--- src/rtl/edge_task_queue.sv ---
// Per-PE task buffer: a DEPTH-entry FIFO per lane feeding an Edge PE through valid/ready,
// with each lane tracking issue/execute until the PE pulses done.
module edge_task_queue #(
  parameter int unsigned NUM_PE = 4,
  parameter int unsigned PKT_W  = 16,
  parameter int unsigned DEPTH  = 2
) (
  input  logic              clk,
  input  logic              reset,
  input  logic [PKT_W-1:0]  task_in_packet_0,
  input  logic [PKT_W-1:0]  task_in_packet_1,
  input  logic [PKT_W-1:0]  task_in_packet_2,
  input  logic [PKT_W-1:0]  task_in_packet_3,
  input  logic [NUM_PE-1:0] task_in_valid,
  input  logic [NUM_PE-1:0] pe_ready,
  input  logic [NUM_PE-1:0] pe_done,
  output logic [PKT_W-1:0]  pe_packet_0,
  output logic [PKT_W-1:0]  pe_packet_1,
  output logic [PKT_W-1:0]  pe_packet_2,
  output logic [PKT_W-1:0]  pe_packet_3,
  output logic [NUM_PE-1:0] pe_valid,
  output logic [NUM_PE-1:0] PE_IDLE,
  output logic [NUM_PE-1:0] queue_full,
  output logic              overflow_err
);

  localparam int unsigned PtrW = (DEPTH > 1) ? $clog2(DEPTH) : 1;
  localparam int unsigned CntW = $clog2(DEPTH) + 1;

  typedef enum logic [1:0] {StIdle, StIssue, StExec} lane_state_e;

  logic [NUM_PE-1:0][PKT_W-1:0] w_in_pkt;
  logic [NUM_PE-1:0][PKT_W-1:0] w_out_pkt;
  logic [NUM_PE-1:0]            w_ovf;
  logic                         r_ovf;

  // The packet ports are fixed at four lanes; NUM_PE is expected to be 4.
  assign w_in_pkt[0] = task_in_packet_0;
  assign w_in_pkt[1] = task_in_packet_1;
  assign w_in_pkt[2] = task_in_packet_2;
  assign w_in_pkt[3] = task_in_packet_3;
  assign pe_packet_0 = w_out_pkt[0];
  assign pe_packet_1 = w_out_pkt[1];
  assign pe_packet_2 = w_out_pkt[2];
  assign pe_packet_3 = w_out_pkt[3];

  for (genvar i = 0; i < NUM_PE; i++) begin : g_lane
    lane_state_e      r_state, w_state_d;
    logic [PtrW-1:0]  r_wr_ptr, r_rd_ptr, w_wr_ptr_d, w_rd_ptr_d;
    logic [CntW-1:0]  r_count, w_count_d;
    logic [PKT_W-1:0] r_pkt, w_pkt_d;
    logic [PKT_W-1:0] r_mem [DEPTH];
    logic             w_full, w_pop, w_push;

    assign w_full   = (r_count == CntW'(DEPTH));
    assign w_pop    = (r_state == StIssue) && pe_ready[i];
    // A pop frees the slot in the same cycle, so a full lane can still accept.
    assign w_push   = task_in_valid[i] && (!w_full || w_pop);
    assign w_ovf[i] = task_in_valid[i] && w_full && !w_pop;

    always_comb begin
      w_state_d  = r_state;
      w_pkt_d    = r_pkt;
      w_wr_ptr_d = r_wr_ptr;
      w_rd_ptr_d = r_rd_ptr;
      w_count_d  = r_count;
      if (w_push) w_wr_ptr_d = r_wr_ptr + PtrW'(1);
      if (w_pop)  w_rd_ptr_d = r_rd_ptr + PtrW'(1);
      if (w_push && !w_pop) begin
        w_count_d = r_count + CntW'(1);
      end else if (!w_push && w_pop) begin
        w_count_d = r_count - CntW'(1);
      end
      unique case (r_state)
        StIdle: begin
          if (r_count != '0) begin
            w_state_d = StIssue;
            w_pkt_d   = r_mem[r_rd_ptr];
          end
        end
        StIssue: begin
          if (pe_ready[i]) w_state_d = StExec;
        end
        StExec: begin
          // Decision uses the pre-edge count: a same-cycle enqueue goes via IDLE.
          if (pe_done[i]) begin
            if (r_count != '0) begin
              w_state_d = StIssue;
              w_pkt_d   = r_mem[r_rd_ptr];
            end else begin
              w_state_d = StIdle;
            end
          end
        end
        default: w_state_d = StIdle;
      endcase
    end

    always_ff @(posedge clk) begin
      if (reset) begin
        r_state  <= StIdle;
        r_pkt    <= '0;
        r_wr_ptr <= '0;
        r_rd_ptr <= '0;
        r_count  <= '0;
      end else begin
        r_state  <= w_state_d;
        r_pkt    <= w_pkt_d;
        r_wr_ptr <= w_wr_ptr_d;
        r_rd_ptr <= w_rd_ptr_d;
        r_count  <= w_count_d;
      end
    end

    always_ff @(posedge clk) begin
      if (!reset && w_push) r_mem[r_wr_ptr] <= w_in_pkt[i];
    end

    assign w_out_pkt[i]  = r_pkt;
    assign pe_valid[i]   = (r_state == StIssue);
    assign PE_IDLE[i]    = (r_state == StIdle) && (r_count == '0);
    assign queue_full[i] = w_full;
  end

  always_ff @(posedge clk) begin
    if (reset) begin
      r_ovf <= 1'b0;
    end else begin
      r_ovf <= r_ovf | (|w_ovf);
    end
  end

  assign overflow_err = r_ovf;

endmodule

--- config.mk ---
export PLATFORM = sky130hd
export DESIGN_NAME = edge_task_queue
export DESIGN_NICKNAME = d
export VERILOG_FILES = /design/src/rtl/edge_task_queue.sv
export SDC_FILE = /design/constraint.sdc
export NUM_CORES = 1
export LEC_CHECK = 0
export CAP_MARGIN = 5
export CORE_ASPECT_RATIO = 1.5
export CORE_MARGIN = 5
export CORE_UTILIZATION = 52
export DETAILED_ROUTE_END_ITERATION = 7
export GPL_TIMING_DRIVEN = 0
export PLACE_DENSITY = 0.8
export SYNTH_ARGS = -nofsm -noshare
export SYNTH_HDL_FRONTEND = slang
export SYNTH_SLANG_ARGS = --single-unit
--- constraint.sdc ---
create_clock -name clk -period 3.2 [get_ports clk]
set_input_delay 0.48 -clock clk [delete_from_list [all_inputs] [get_ports clk]]
set_output_delay 0.48 -clock clk [all_outputs]
set_load 0.02 [all_outputs]
# ---- Word-level counts from Yosys, hierarchy flattened
# Memory sizes are Yosys's and may differ from the RTL's. A register that Yosys moved wholly into a read port is not among the register bits.
# Index checks and enable logic that the tools add are counted.
dict set report totals {
  wordCells 200
  out_inout_bits 77
  memories 4
  in_bits 78
  ff_bits 89
  ramBits 128
}
# name depth word_bits rd rd_ports_with_merged_regs wr line
set memory_table {}
lappend memory_table {{g_lane[0].r_mem} 2 16 1 1 1 52} ;# logic [PKT_W-1:0] r_mem [DEPTH];
lappend memory_table {{g_lane[1].r_mem} 2 16 1 1 1 52}
lappend memory_table {{g_lane[2].r_mem} 2 16 1 1 1 52}
lappend memory_table {{g_lane[3].r_mem} 2 16 1 1 1 52}
dict set report op_classes {
  add_sub_neg 16
  bitwise_logic 1
  muxes 56
  n_reduce_logical 78
  n_eq_ne 24
}
# operator n
set op_table {}
lappend op_table {{two-way mux 16 bit} 8}
lappend op_table {{one-hot mux 16 bit (2 select lines)} 4}
lappend op_table {{two-way mux 2 bit} 20}
lappend op_table {{logical AND 1 bit} 32}
lappend op_table {{!= test 2 bit, second input constant} 12}
lappend op_table {{one-hot mux 2 bit (3 select lines)} 4}
lappend op_table {{nonzero test 2 bit} 12}
lappend op_table {{two-way mux 1 bit} 20}
lappend op_table {{== test 2 bit, second input constant} 8}
lappend op_table {{logical NOT 2 bit} 8}
lappend op_table {{logical NOT 1 bit} 13}
lappend op_table {{AND reduction 3 bit} 4}
lappend op_table {{adder 1 bit, second input constant} 8}
lappend op_table {{adder 2 x 1 -> 2 bit, second input constant} 4}
lappend op_table {{== test 2 x 1 -> 1 bit, second input constant} 4}
lappend op_table {{AND reduction 2 bit} 4}
lappend op_table {{subtractor 2 x 1 -> 2 bit, second input constant} 4}
lappend op_table {{logical OR 1 bit} 4}
lappend op_table {{OR reduction 4 bit} 1}
lappend op_table {{OR 1 bit} 1}

# ---- Longest topological paths before layout
dict set report depth {
  word_depth 8
  mapped_depth 7
  depth_no_buf 7
}

# ---- Worst setup path before layout
# OpenSTA, ideal clock, no wires.
dict set report synth_path {
  kind {input -> register}
  start {in pe_ready[1]}
  end {mem g_lane[1].r_mem[1][0], enable pin}
  setup_time_ns 0.413
  setup_slack_ns 0.656
  t_required_ns 2.787
  path_buffers 0
  cell_stages 3
  arrival_time_ns 2.131
  cell_sequence {nand3b_1 -> a21bo_2 -> nor3b_1}
}
dict set report synth_via {
  elab_chain_cells 6
}
# item line
set synth_lines {}
lappend synth_lines {{from (decl)} 15} ;# input logic [NUM_PE-1:0] pe_ready,
lappend synth_lines {{logical AND 1 bit} 56} ;# assign w_pop = (r_state == StIssue) && pe_ready[i];
lappend synth_lines {{logical OR 1 bit} 58} ;# assign w_push = task_in_valid[i] && (!w_full || w_pop);
lappend synth_lines {{logical AND 1 bit} 58}
lappend synth_lines {{logical AND 1 bit} 116} ;# if (!reset && w_push) r_mem[r_wr_ptr] <= w_in_pkt[i];
lappend synth_lines {{two-way mux 1 bit} 116}
lappend synth_lines {{two-way mux 1 bit (not written as such)} 116}
lappend synth_lines {{to (decl)} 52}
# No other way between the ends.

# ---- Final worst setup path
dict set report layout_path {
  start {reg g_lane[3].r_count[1]}
  end {out queue_full[3]}
}
dict set report layout_via {
  elab_chain_cells 1
}
# item line
set layout_lines {}
lappend layout_lines {{from (decl)} 50} ;# logic [CntW-1:0] r_count, w_count_d;
lappend layout_lines {{from (signal assigned)} 111} ;# r_count <= w_count_d;
lappend layout_lines {{== test 2 bit} 55} ;# assign w_full = (r_count == CntW'(DEPTH));
lappend layout_lines {{to (decl)} 23} ;# output logic [NUM_PE-1:0] queue_full,
# No other way between the ends.

==> load_flow_metrics.sql <==
INSERT INTO impl_metrics (metric_group, metric, value, unit) VALUES
('clocking', 'cts_htree_levels', '1', ''),
('synth', 'syn-cell-area', '8360', 'um2'),
('timing', 'max_slew.worst_pin.slew', '0.855', 'ns'),
('clocking', 'clock_tree_from_tritoncts', 'built', ''),
('timing', 'worst_hold_slack', '0.474', 'ns'),
('die', 'dieArea', '18800', 'um2'),
('routing', 'dr_total_vias', '5126', ''),
('timing', 'worst_setup_margin', '0.833', 'ns'),
('power', 'power.net_switching', '3610', 'uW'),
('clocking', 'cts.repair_timing.setup_buffer_count', '0', ''),
('layout', 'area_delta_synth_final', '30.7', '%'),
('timing', 'max_slew_margin', '0.427', ''),
('power', 'seq_power_share', '0.382', ''),
('min_path', 'hold_crit_path_type', 'flip-flop to flip-flop', ''),
('clocking', 'clockBufferDepth', '3', ''),
('worst_setup_path', 'critPathLaunch', 'g_lane[3].r_count[1]', ''),
('worst_setup_path', 'regToRegEndpoint', 'g_lane[1].r_mem[1][4]', ''),
('timing', 'fin_crit_sh', '0.740', ''),
('synth', 'postSynthAreaPerCell', '14.6', 'um2'),
('timing', 'achievable-frequency', '422', 'MHz'),
('layout', 'fillers', '1136', ''),
('worst_setup_path', 'timing.critical_path.to', 'queue_full[3]', ''),
('worst_setup_path', 'crit_fanout', '5', ''),
('routing', 'antenna_left', '0', ''),
('worst_setup_path', 'reg_to_reg_critical_path_startpoint', 'g_lane[1].r_state[0]', ''),
('power', 'power_per_cell_area', '956', 'nW/um2'),
('worst_setup_path', 'ff2ff_path_depth', '4', ''),
('synth', 'synth_cell_type_count', '35', ''),
('placed_design', 'gpl.final_weighted_congestion', '0.797', ''),
('worst_setup_path', 'startpoint_type', 'flip-flop', ''),
('worst_setup_path', 'minimum_setup_slack_among_reg_to_reg_paths', '1.01', 'ns'),
('synth', 'netlist_instances', '573', ''),
('layout', 'final_net_count', '838', ''),
('clocking', 'insertion_delay', '0.48', 'ns'),
('clocking', 'total_cts_buffers', '20', ''),
('placed_design', 'place.port_buffers', '153', ''),
('synth', 'synth.yosys.seq_area_share', '0.683', ''),
('run_status', 'status', 'finished, final reports clean', ''),
('timing', 'finalCriticalPeriod', '2.37', 'ns'),
('layout', 'final_cell_count_no_fill', '972', ''),
('die', 'start_util', '0.532', ''),
('worst_setup_path', 'worst_ep_arrival_time', '1.89', 'ns'),
('power', 'swShare', '0.346', ''),
('clocking', 'clk_root_buffer_cell', 'clkbuf_16', ''),
('power', 'leakagePower', '0.00372', 'uW'),
('synth', 'synthFlopType', 'edfxtp_1', ''),
('die', 'core-area', '15700', 'um2'),
('global_route', 'grt_pass1_wl', '28.5', 'mm'),
('synth', 'synth_async_sr_flop_share', '0', ''),
('power', 'comb_power_share', '0.398', ''),
('die', 'rows', '56', ''),
('global_route', 'grt_overflow', '0', ''),
('worst_setup_path', 'timing.setup.critical_path_class', 'flip-flop to primary output', ''),
('clocking', 'clkTransAtPathRegs', '0.07', 'ns'),
('synth', 'synth_nets', '655', ''),
('timing', 'finalMaxSlewViolations', '0', ''),
('placed_design', 'preCtsSetupSlack', '0.483', 'ns'),
('clocking', 'clock_sinks', '221', ''),
('worst_setup_path', 'critical_path_capture_point_type', 'primary output', ''),
('routing', 'post_drt_via_cell_ratio', '5.27', ''),
('global_route', 'all_layer_global_routing_usage', '0.192', ''),
('die', 'die_h', '165', 'um'),
('global_route', 'grt_max_degree', '17', ''),
('layout', 'num_antenna_cells', '0', ''),
('layout', 'final_layout_size_suffix_gt1_frac', '0.179', ''),
('timing', 'timing.final.hold_violations', '0', ''),
('power', 'internal-power', '6830', 'uW'),
('routing', 'remaining_routing_drc_violations', '0', ''),
('worst_setup_path', 'crit_required', '2.72', 'ns'),
('placed_design', 'hpwl', '13.2', 'mm'),
('routing', 'wl_per_cell', '18.5', 'um');
-- cell usage in the layout, fill, tap and decap left out, drive strengths merged, types with 2 or more instances in the layout --
cell type	n
nor3	8
a21oi	18
ha	4
mux2i	64
clkinvlp	2
dfxtp	93
edfxtp	128
clkbuf	37
nor4	4
clkinv	5
xor2	12
o21ai	5
nand3b	3
inv	10
nor3b	4
nor2	85
nand2b	2
clkdlybuf4s50	153
a21bo	3
nand3	3
nor2b	10
nand2	6
buf	33
or3	4
a211oi	64
or2	3
-- synth_stat cells (4+ instances only) --
cell / n / area share
a211oi_1: 12 / 0.011
a211oi_2: 52 / 0.078
a21oi_1: 18 / 0.011
buf_2: 4 / 0.0024
buf_4: 12 / 0.011
buf_6: 8 / 0.011
clkbuf_1: 10 / 0.0045
dfxtp_1: 93 / 0.22
edfxtp_1: 128 / 0.46
ha_1: 4 / 0.0060
inv_1: 10 / 0.0045
mux2i_1: 64 / 0.077
nand2_1: 6 / 0.0027
nor2_1: 80 / 0.036
nor2_2: 5 / 0.0037
nor2b_1: 10 / 0.0075
nor3_1: 4 / 0.0024
nor3_4: 4 / 0.0078
nor3b_1: 4 / 0.0036
nor4_1: 4 / 0.0030
o21ai_0: 4 / 0.0024
or3_1: 4 / 0.0030
xor2_1: 12 / 0.013
-- cell type report --
type	instances	area (um2)	share of cell area
flip-flops and latches	221	5710	0.522
well taps	203	254	0.0233
inverters	10	37.5	0.00344
clock inverters	8	70.1	0.00642
repair buffers	161	1630	0.150
clock buffers	27	568	0.0520
multi-input cells	307	2410	0.221
plain buffers	35	241	0.0221
-- registers in the layout (all words and copies together) (netlist names), named ones only --
name and flops:
g_lane.r_count 8, g_lane.r_mem 128, overflow_err 1, pe_packet_3 16
g_lane.r_wr_ptr 4, pe_packet_1 16, g_lane.r_state 8, pe_packet_0 16
pe_packet_2 16, g_lane.r_rd_ptr 4
-- cells by family after synthesis --
logic type      count (synthesis)  synth area share
simple gates                  134            0.0798
compound gates                 92             0.108
buf+inv                        45            0.0334
fa+ha+maj                       4           0.00599
flops                         221             0.683
xor+xnor                       13            0.0136
mux                            64            0.0767
-- routing by layer --
metal,wire length [um],vias up,track usage
met5,0,-,0
met4,448,0,0.0607
met3,878,32,0.0332
met2,10000,127,0.373
met1,6700,2503,0.207
li1,-,2464,-
-- critical path, cell delays in order, from the launching register on --
cell and delay (ns):
dfxtp_1 0.39, nor2b_1 0.24, buf_4 0.14, clkdlybuf4s50_1 0.63
-- power by group through the flow --
| stage | Combinational (uW) | Sequential, uW | Clock [uW] |
|---|---|---|---|
| after CTS | 4200 | 4000 | 2360 |
| after detailed placement | 4170 | 4050 | 0 |
| after global placement | 3990 | 4020 | 0 |
| final | 4150 | 3990 | 2300 |
| after floorplan | 2360 | 4330 | 0 |
| after global routing | 4480 | 4060 | 2470 |
-- worst min path at each step --
stage / from / end / slack (ns) / cells after the start
finish: g_lane[0].r_rd_ptr / flip-flop / 0.47 / 2
floorplan: g_lane[3].r_rd_ptr / flip-flop / 0.45 / 2
CTS: g_lane[0].r_rd_ptr / flip-flop / 0.47 / 2
global route: g_lane[1].r_rd_ptr / g_lane[1].r_rd_ptr / 0.50 / 2
global placement: g_lane[1].r_rd_ptr / g_lane[1].r_rd_ptr / 0.46 / 2
detailed placement: g_lane[0].r_rd_ptr / flip-flop / 0.47 / 2
-- per-stage QoR --
step	power (uW)	cell area (um2)
final	10400	10900
after global routing	11000	10900
after CTS	10600	10900
after detailed placement	8220	10300
after global placement	8010	10100
after floorplan	6690	8360
No activity file was read; power rests on OpenSTA's default activity.
